$ cat src/rtl/led_breath_pwm.sv
// led_breath_pwm: drives the board LEDs from the colour rotator's active-low
// pattern. With en = 1 each enabled channel gets a triangular "breathing" PWM
// envelope. With en = 0 the pattern is passed straight through, one cycle late.
//
// Handshake: none. led_in is a level that is sampled on every clock edge.
// Any change in the pattern while en = 1 restarts the envelope from zero.
// The envelope state is visible on the phase output (0 = RAMP_UP, 1 = RAMP_DOWN)
// and on the duty output.
module led_breath_pwm #(
    parameter int PRESC        = 4,
    parameter int STEP_PERIODS = 26
) (
    input  logic       sys_clk,
    input  logic       sys_rst,
    input  logic       en,
    input  logic [2:0] led_in,
    output logic [2:0] led_out,
    output logic [7:0] duty,
    output logic       phase
);

    localparam int PW = (PRESC > 1) ? $clog2(PRESC) : 1;
    localparam int SW = (STEP_PERIODS > 1) ? $clog2(STEP_PERIODS) : 1;
    localparam logic [PW-1:0] PRESC_LAST = PW'(PRESC - 1);
    localparam logic [SW-1:0] STEP_LAST  = SW'(STEP_PERIODS - 1);

    localparam logic [0:0] RAMP_UP   = 1'b0;
    localparam logic [0:0] RAMP_DOWN = 1'b1;

    logic [PW-1:0] presc_cnt;
    logic [7:0]    pwm_cnt;
    logic [SW-1:0] per_cnt;
    logic [2:0]    led_q;
    logic [0:0]    state;

    logic tick;
    logic period_end;
    logic step;
    logic restart;
    logic hold;
    logic lit;

    // A pattern change restarts the envelope, and it takes priority over any
    // step or period end that falls on the same edge.
    assign restart    = en && (led_in != led_q);
    assign hold       = !en || restart;
    assign tick       = (presc_cnt == PRESC_LAST);
    assign period_end = tick && (pwm_cnt == 8'd255);
    assign step       = period_end && (per_cnt == STEP_LAST);
    assign lit        = (pwm_cnt < duty);
    assign phase      = state[0];

    // Prescaler: divides sys_clk down to the PWM tick rate.
    always_ff @(posedge sys_clk or posedge sys_rst) begin
        if (sys_rst)       presc_cnt <= '0;
        else if (hold)     presc_cnt <= '0;
        else if (tick)     presc_cnt <= '0;
        else               presc_cnt <= presc_cnt + 1'b1;
    end

    // PWM counter: one 8-bit ramp per period. The 255 -> 0 wrap is natural.
    always_ff @(posedge sys_clk or posedge sys_rst) begin
        if (sys_rst)       pwm_cnt <= '0;
        else if (hold)     pwm_cnt <= '0;
        else if (tick)     pwm_cnt <= pwm_cnt + 8'd1;
    end

    // Period counter: counts whole PWM periods between duty steps.
    always_ff @(posedge sys_clk or posedge sys_rst) begin
        if (sys_rst)          per_cnt <= '0;
        else if (hold)        per_cnt <= '0;
        else if (step)        per_cnt <= '0;
        else if (period_end)  per_cnt <= per_cnt + 1'b1;
    end

    // Envelope FSM: one duty LSB per step. Turns around at 255 and at 0, so
    // each extreme is held for exactly one step interval.
    always_ff @(posedge sys_clk or posedge sys_rst) begin
        if (sys_rst) begin
            duty  <= 8'd0;
            state <= RAMP_UP;
        end else if (hold) begin
            duty  <= 8'd0;
            state <= RAMP_UP;
        end else if (step) begin
            case (state)
                RAMP_UP: begin
                    duty <= duty + 8'd1;
                    if (duty == 8'd254) state <= RAMP_DOWN;
                end
                default: begin
                    duty <= duty - 8'd1;
                    if (duty == 8'd1) state <= RAMP_UP;
                end
            endcase
        end
    end

    // Last accepted pattern. It is used to detect pattern changes.
    always_ff @(posedge sys_clk or posedge sys_rst) begin
        if (sys_rst)   led_q <= 3'b111;
        else if (hold) led_q <= led_in;
    end

    // Registered LED drive: bypass, dark on restart, otherwise gated by the PWM.
    always_ff @(posedge sys_clk or posedge sys_rst) begin
        if (sys_rst)       led_out <= 3'b111;
        else if (!en)      led_out <= led_in;
        else if (restart)  led_out <= 3'b111;
        else               led_out <= led_in | {3{~lit}};
    end

endmodule

$ cat config.mk
export PLATFORM = sky130hd
export DESIGN_NAME = led_breath_pwm
export DESIGN_NICKNAME = d
export VERILOG_FILES = /design/src/rtl/led_breath_pwm.sv
export SDC_FILE = /design/constraint.sdc
export NUM_CORES = 1
export LEC_CHECK = 0
export BUFFER_PORTS_ARGS = -buffer_cell sky130_fd_sc_hd__buf_2
export CELL_PAD_IN_SITES_DETAIL_PLACEMENT = 1
export CELL_PAD_IN_SITES_GLOBAL_PLACEMENT = 1
export CORE_MARGIN = 2
export CORE_UTILIZATION = 40
export CTS_BUF_LIST = sky130_fd_sc_hd__clkbuf_16
export DETAILED_ROUTE_END_ITERATION = 8
export GPL_ROUTABILITY_DRIVEN = 0
export PLACE_DENSITY_LB_ADDON = 0.1
export SYNTH_ARGS = -nofsm -noshare
export SYNTH_HDL_FRONTEND = slang
export SYNTH_SLANG_ARGS = --single-unit
$ cat constraint.sdc
create_clock -name sys_clk -period 2.4 [get_ports sys_clk]
set_input_delay 0.36 -clock sys_clk [delete_from_list [all_inputs] [get_ports sys_clk]]
set_output_delay 0.36 -clock sys_clk [all_outputs]
set_load 0.02 [all_outputs]
==> results of run 1 <==
sequential cells by signal (all words and copies together) (netlist names):
| name | count |
|---|---|
| duty | 8 |
| pwm_cnt | 8 |
| per_cnt | 5 |
| led_out | 3 |
| led_q | 3 |
| presc_cnt | 2 |
| phase | 1 |
per-layer routing:
layer | track usage | part of all wire | up-vias
met3 | 0.0456 | 0.026 | 10
met4 | 0.101 | 0.024 | 0
met1 | 0.256 | 0.43 | 748
met2 | 0.347 | 0.51 | 18
met5 | 0 | 0 | -
li1 | - | - | 727
cell families after synthesis:
logic type | after synthesis
simple gates | 80
flops | 30
compound gates | 28
buf+inv | 20
fa+ha+maj | 15
xor+xnor | 14
mux | 4
cells in the mapped netlist (all sizes together):
library cell,instances,area (um^2)
nand2b,2,12.5
a41oi,1,8.76
buf,6,40.0
nor3b,1,7.51
xor2,3,26.3
or2,1,6.26
and3,1,6.26
nand4bb,1,11.3
dfstp,6,158
ha,15,188
or4,2,15.0
nand3,8,40.0
o22ai,2,12.5
a21oi,7,35.0
and4,3,26.3
nor2,19,73.8
xnor2,11,96.3
o21ai,8,40.0
nor4,3,25.0
clkbuf,3,11.3
or4b,1,13.8
a2111oi,2,42.5
inv,11,41.3
and2,1,6.26
a211oi,3,22.5
a21boi,1,7.51
nand4,11,90.1
dfrtp,24,601
o211ai,1,7.51
nand2,9,33.8
mux2i,4,40.0
nand4b,4,41.3
a31o,2,17.5
o21a,1,7.51
nand3b,3,22.5
and4b,1,10.0
or3,4,25.0
nor3,5,30.0
worst reg2reg max path: stages (launching register included):
cell	delay (ns)
dfrtp_1	0.34
ha_1	0.40
and4_1	0.31
nand3_1	0.18
or4_1	0.54
o21ai_1	0.09
power breakdown:
| part | switching [mW] | internal (mW) |
|---|---|---|
| sequential | 0.00220 | 0.517 |
| clock | 0.209 | 0.481 |
| combinational | 0.0337 | 0.0146 |
| total | 0.245 | 1.01 |
per-stage QoR:
step	utilization	hold slack, ns	total power [mW]	setup slack (ns)
2_1_floorplan	-	0.415	0.559	0.677
3_3_place_gp	0.432	0.424	0.574	0.581
3_5_place_dp	0.432	0.433	0.577	0.460
4_1_cts	0.467	0.172	1.28	0.465
5_1_grt	0.467	0.205	1.30	0.305
6_report	0.467	0.154	1.26	0.459
worst max-delay path by stage:
stage                   end          from
finish                phase  presc_cnt[0]
global route          phase  presc_cnt[0]
CTS                   phase  presc_cnt[0]
detailed placement    phase  presc_cnt[0]
global placement      phase  presc_cnt[0]
floorplan           duty[3]       duty[0]
cell usage in the layout, fill, tap and decap left out, types with 2 or more instances in the layout:
master / Yosys / routed
buf_2: 2 / 17
or4_1: 2 / 2
buf_4: 4 / 2
o22ai_1: 2 / 2
nand3_1: 8 / 8
nand4b_1: 3 / 3
xor2_1: 3 / 3
and4_1: 3 / 3
a21oi_1: 7 / 7
mux2i_1: 4 / 4
a31o_1: 2 / 2
nor3_1: 4 / 4
or3_1: 4 / 4
nand2b_1: 2 / 2
dfstp_2: 6 / 6
xnor2_1: 11 / 11
a211oi_1: 3 / 3
inv_1: 11 / 13
ha_1: 15 / 15
nand3b_1: 3 / 3
nand4_1: 9 / 9
nand2_1: 9 / 9
dfrtp_1: 24 / 24
nor2_1: 18 / 18
nor4_1: 2 / 2
clkbuf_16: 0 / 5
o21ai_0: 7 / 7
final cells by class:
class                      count  area share
inverter                      11      0.0190
timing repair buffer          19      0.0460
clock inverter                 3      0.0172
sequential                    30       0.348
clock buffer                   5      0.0574
tap                           54      0.0310
multi-input combinational    141       0.481
==> metrics.txt, run 1 <==
Worst Max-Slew Pin Slew 0.432 ns; cts bufs inserted 5; reg2reg setup slack 0.46 ns; post-layout instance area 2180 um^2; Crit path arrival time 2.14 ns; Reg clk slew, reported paths ~0.05 ns; remaining antenna violation count 0; placed cell areas between 2000 and 2500 um^2; skew final 0.00381 ns; Synth Area in Simple Gates 0.262; Slew headroom 0.710; share of cells above drive strength 1 0.196; antenna violations before repair 0; # diodes 0; final hold violations 0; slowest CP cell or4_1; critical path class register to register; grt ovf 0; CTS resizes 0; Worst Path Required 2.60 ns; syn nets 212; Final period util 0.809; # IOs 18; syn avg cell area about 10 um^2; critical path, cell by cell ha_1, and4_1, nand3_1, or4_1, o21ai_1; Final Slew Violations 0; Synth Area in Compound Gates 0.106; drt via density around 5.7; placed cells 255; post-synthesis register bit count 30; Post-Route WL 4730 um; Seq/Total Area, Yosys 0.399; Skew-Pair Late Insertion Delay 0.27 ns; worst r2r path cells 5; worst path bufs/invs 0; FF+latch area 758 um^2; clock root buffer clkbuf_16; setup bufs post-CTS 0; number of port buffers 17; Synth cell types 47; worst hold path class primary input to asynchronous set/reset pin; Core ar. 4660 um^2; H-tree depth 2; CP Capture Type register; # clock sinks 30; Startpoint Class register; Initial Util 0.408; setup_tns 0 ns; mux contribution to synthesized area 0.0211; PD cells just under 600 nW/um^2; first-pass GRT wire length approximately 8300 um; final setup vio count 0; RSZ-0062 raised after global routing no; clk buf depth 2; Worst Path Max Fanout 10; Multi-input gate area between 1000 and 1500 um^2; cell count after synthesis 191; vias in the first global route ~1700; leak pwr 0.919 nW; area share of fa/ha/maj cells after synthesis 0.0988; DR WL/cell 18.0 um; largest net degree at the start of global routing 31; vias 1503; Synth-to-Final Area Change 14.7%; DRC Markers 0; DIE AREA 5320 um^2; Levels on crit path 5; Max-Cap Viols 0; YS warnings 0; Hold-fix buffers, CTS 0; Fillers roughly 550; FP Rows 25; TritonRoute pass-1 iters 4; chip width about 73 um; R2R Path End phase; status completed; Post-Syn Area between 1500 and 2000 um^2; min Tclk post-route between 1.5 and 2 ns; die height 72.9 um; crit-path max cell delay 0.54 ns; Post-Synth XOR/XNOR Area 0.0646; Initial DRC Count between 50 and 60; main combinational cell family by area after synthesis simple AND/OR/NAND/NOR gates; Final HPWL DP around 3500 um; Layout Cells excl Fill 263; critical path's top delay family simple AND/OR/NAND/NOR gates; Net count, final 229; TritonCTS clock tree yes; Total GRT Usage 0.209; VDD IR-drop max roughly 320 uV; Peak Freq 515 MHz; Critical R2R Launch presc_cnt[0]
Power figures use the tool's default switching activity.
==> inputs of run 2 (changes only) <==
--- a/config.mk
+++ b/config.mk
@@ -5,11 +5,12 @@
 export SDC_FILE = /design/constraint.sdc
 export NUM_CORES = 1
 export LEC_CHECK = 0
+export ABC_AREA = 1
 export BUFFER_PORTS_ARGS = -buffer_cell sky130_fd_sc_hd__buf_2
 export CELL_PAD_IN_SITES_DETAIL_PLACEMENT = 1
 export CELL_PAD_IN_SITES_GLOBAL_PLACEMENT = 1
 export CORE_MARGIN = 2
-export CORE_UTILIZATION = 40
+export CORE_UTILIZATION = 39
 export CTS_BUF_LIST = sky130_fd_sc_hd__clkbuf_16
 export DETAILED_ROUTE_END_ITERATION = 8
 export GPL_ROUTABILITY_DRIVEN = 0
==> constraint.sdc (replaced) <==
create_clock -name sys_clk -period 1.6 [get_ports sys_clk]
set_input_delay 0.24 -clock sys_clk [delete_from_list [all_inputs] [get_ports sys_clk]]
set_output_delay 0.24 -clock sys_clk [all_outputs]
set_load 0.02 [all_outputs]
==> run 2 against run 1 <==
Effect of this change:
- synthesized cell count is 27% higher
- critical path depth grew 3
- total power up 38%
- highest routed layer unchanged
==> metrics.txt, run 2 <==
VDD IR-drop max ~510 uV; Synth cell types 28; share of cells above drive strength 1 0.212; # IOs 18; DRC Markers 0; RSZ-0062 raised after global routing yes; grt ovf 0; Core ar. approximately 4700 um^2; Reg clk slew, reported paths 0.05 ns; Skew-Pair Late Insertion Delay 0.27 ns; Worst Max-Slew Pin Slew slightly below 0.4 ns; PD cells 761 nW/um^2; commonest cells in the netlist nand2_1 (47), nor2_1 (44), inv_1 (27), dfrtp_1 (24), nand3_1 (22); Area contributors post-synth dfrtp_1 (32%), ha_1 (9.9%), nand2_1 (9.3%); Max-Cap Viols 0; fraction of registers with async set/reset 1.00; Largest regs duty (8), pwm_cnt (8), per_cnt (5); Initial Util 0.404; DIE AREA 5440 um^2; Hold-fix buffers, CTS 0; Final WS setup approximately 0.13 ns; Final HPWL DP 3360 um; skew final between 0.005 and 0.006 ns; Worst Path Max Fanout 8; vias in the first global route 1687; cts bufs inserted 5; YS warnings 0; commonest non-fill, non-tap cell in the layout nand2_1; Final Slew Violations 0; clk buf depth 2; chip width between 70 and 80 um; final setup vio count 0; worst slack at placement 0.0378 ns; leak pwr 1.06 nW; dominant cell type by area after synthesis dfrtp_1; Final period util 0.920; most common cell in the netlist nand2_1; final hold violations 0; H-tree depth 2; Synth-to-Final Area Change 20.2%; Initial DRC Count 54; Worst Path Required 1.76 ns; DR WL/cell 13.8 um; most frequent cells in the layout nand2_1 (47), nor2_1 (39), inv_1 (28); Post-Syn Area 1900 um^2; syn nets 263; # clock sinks 30; Peak Freq 679 MHz; cell count after synthesis 242; post-synth top area share 0.317; Net count, final 294; CP Capture Type register; Seq/Total Area, Yosys 0.400; CP Launch Point presc_cnt[0]; drt via density just over 5; Synth Flop Type dfrtp_1; status completed; Total GRT Usage 0.193; clock root buffer clkbuf_16; antenna violations before repair 0; placed cells 319; Crit path arrival time 1.63 ns; Startpoint Class register; min Tclk post-route ~1.5 ns; vias 1655; worst hold path class primary input to asynchronous set/reset pin; TritonCTS clock tree yes; number of enable flip-flop cells after synthesis 0; TritonRoute pass-1 iters 4; largest net degree at the start of global routing 31; syn avg cell area 7.84 um^2; Post-Route WL 4510 um; number of port buffers 17; Critical R2R Launch presc_cnt[0]; FP Rows 25; setup_tns 0 ns; Layout Cells excl Fill around 330; die height 73.7 um; # diodes 0; critical path class register to register; post-synthesis register bit count 30; remaining antenna violation count 0; Slew headroom 0.739; Hold WS 0.0400 ns; first-pass GRT wire length 7870 um
==> run 2: report_power, final <==
| part | leakage, nW | switching [mW] | total, mW | internal [mW] |
|---|---|---|---|---|
| clock | 0.0738 | 0.319 | 0.877 | 0.558 |
| combinational | 0.590 | 0.0531 | 0.0804 | 0.0273 |
| sequential | 0.397 | 0.00300 | 0.778 | 0.775 |
| total | 1.06 | 0.375 | 1.74 | 1.36 |
==> run 2: routing by layer <==
layer	wire (um)	vias up	global-route usage
met2	2210	16	0.334
li1	-	829	-
met5	0	-	0
met3	91	5	0.0425
met1	2140	805	0.228
met4	70	0	0.0808
==> run 2: area by class of cell <==
type | count | area [um^2]
Fill cell | 591 | 2410
Multi-Input combinational cell | 176 | 1000
Sequential cell | 30 | 759
Timing Repair Buffer | 32 | 210
Clock buffer | 5 | 125
Inverter | 28 | 106
Tap cell | 54 | 67.6
Clock inverter | 3 | 11.3
==> run 2: logic make-up (layout without fill, tap and decap cells) <==
family,after synthesis,in the layout,share of synthesized area
simple gates,131,131,0.316
xor+xnor,10,10,0.0462
compound gates,19,19,0.0514
fa+ha+maj,15,15,0.0989
mux,1,1,0.00528
flops,30,30,0.400
buf+inv,36,68,0.0825
==> run 2: worst max-delay path: stages, from the launching register on <==
cell and delay (ns):
dfrtp_1 0.34, ha_1 0.25, nand3_4 0.11, nor2_4 0.18
nand3_4 0.15, clkinv_2 0.14, nand3_1 0.08, nand2_1 0.06
nor2_1 0.04
==> run 2: repair_timing <==
| action | in CTS | in global routing |
|---|---|---|
| gates resized for setup | 1 | 7 |
| endpoints found under the setup margin | 2 | 16 |
| setup buffers | 0 | 1 |
| cloned | 0 | 0 |
==> run 2: worst paths after layout <==
check | slack, ns | cells past startpoint | endpoint
setup / recovery | 0.13 | 8 | duty[6]
setup reg to reg | 0.13 | 8 | duty[6]
min in group sys_clk | 0.10 | 1 | led_q[2]
max in group asynchronous | 1.24 | 3 | led_out[1]
hold / removal | 0.04 | 3 | per_cnt[0]
hold reg to reg | 0.44 | 1 | presc_cnt[0]
==> run 2: stage by stage <==
stage,area (um^2),power (mW),utilization
global route,2280,1.81,0.486
finish,2280,1.74,0.486
CTS,2260,1.76,0.481
floorplan,1900,0.844,-
detailed placement,2120,0.874,0.451
global placement,2120,0.872,0.451
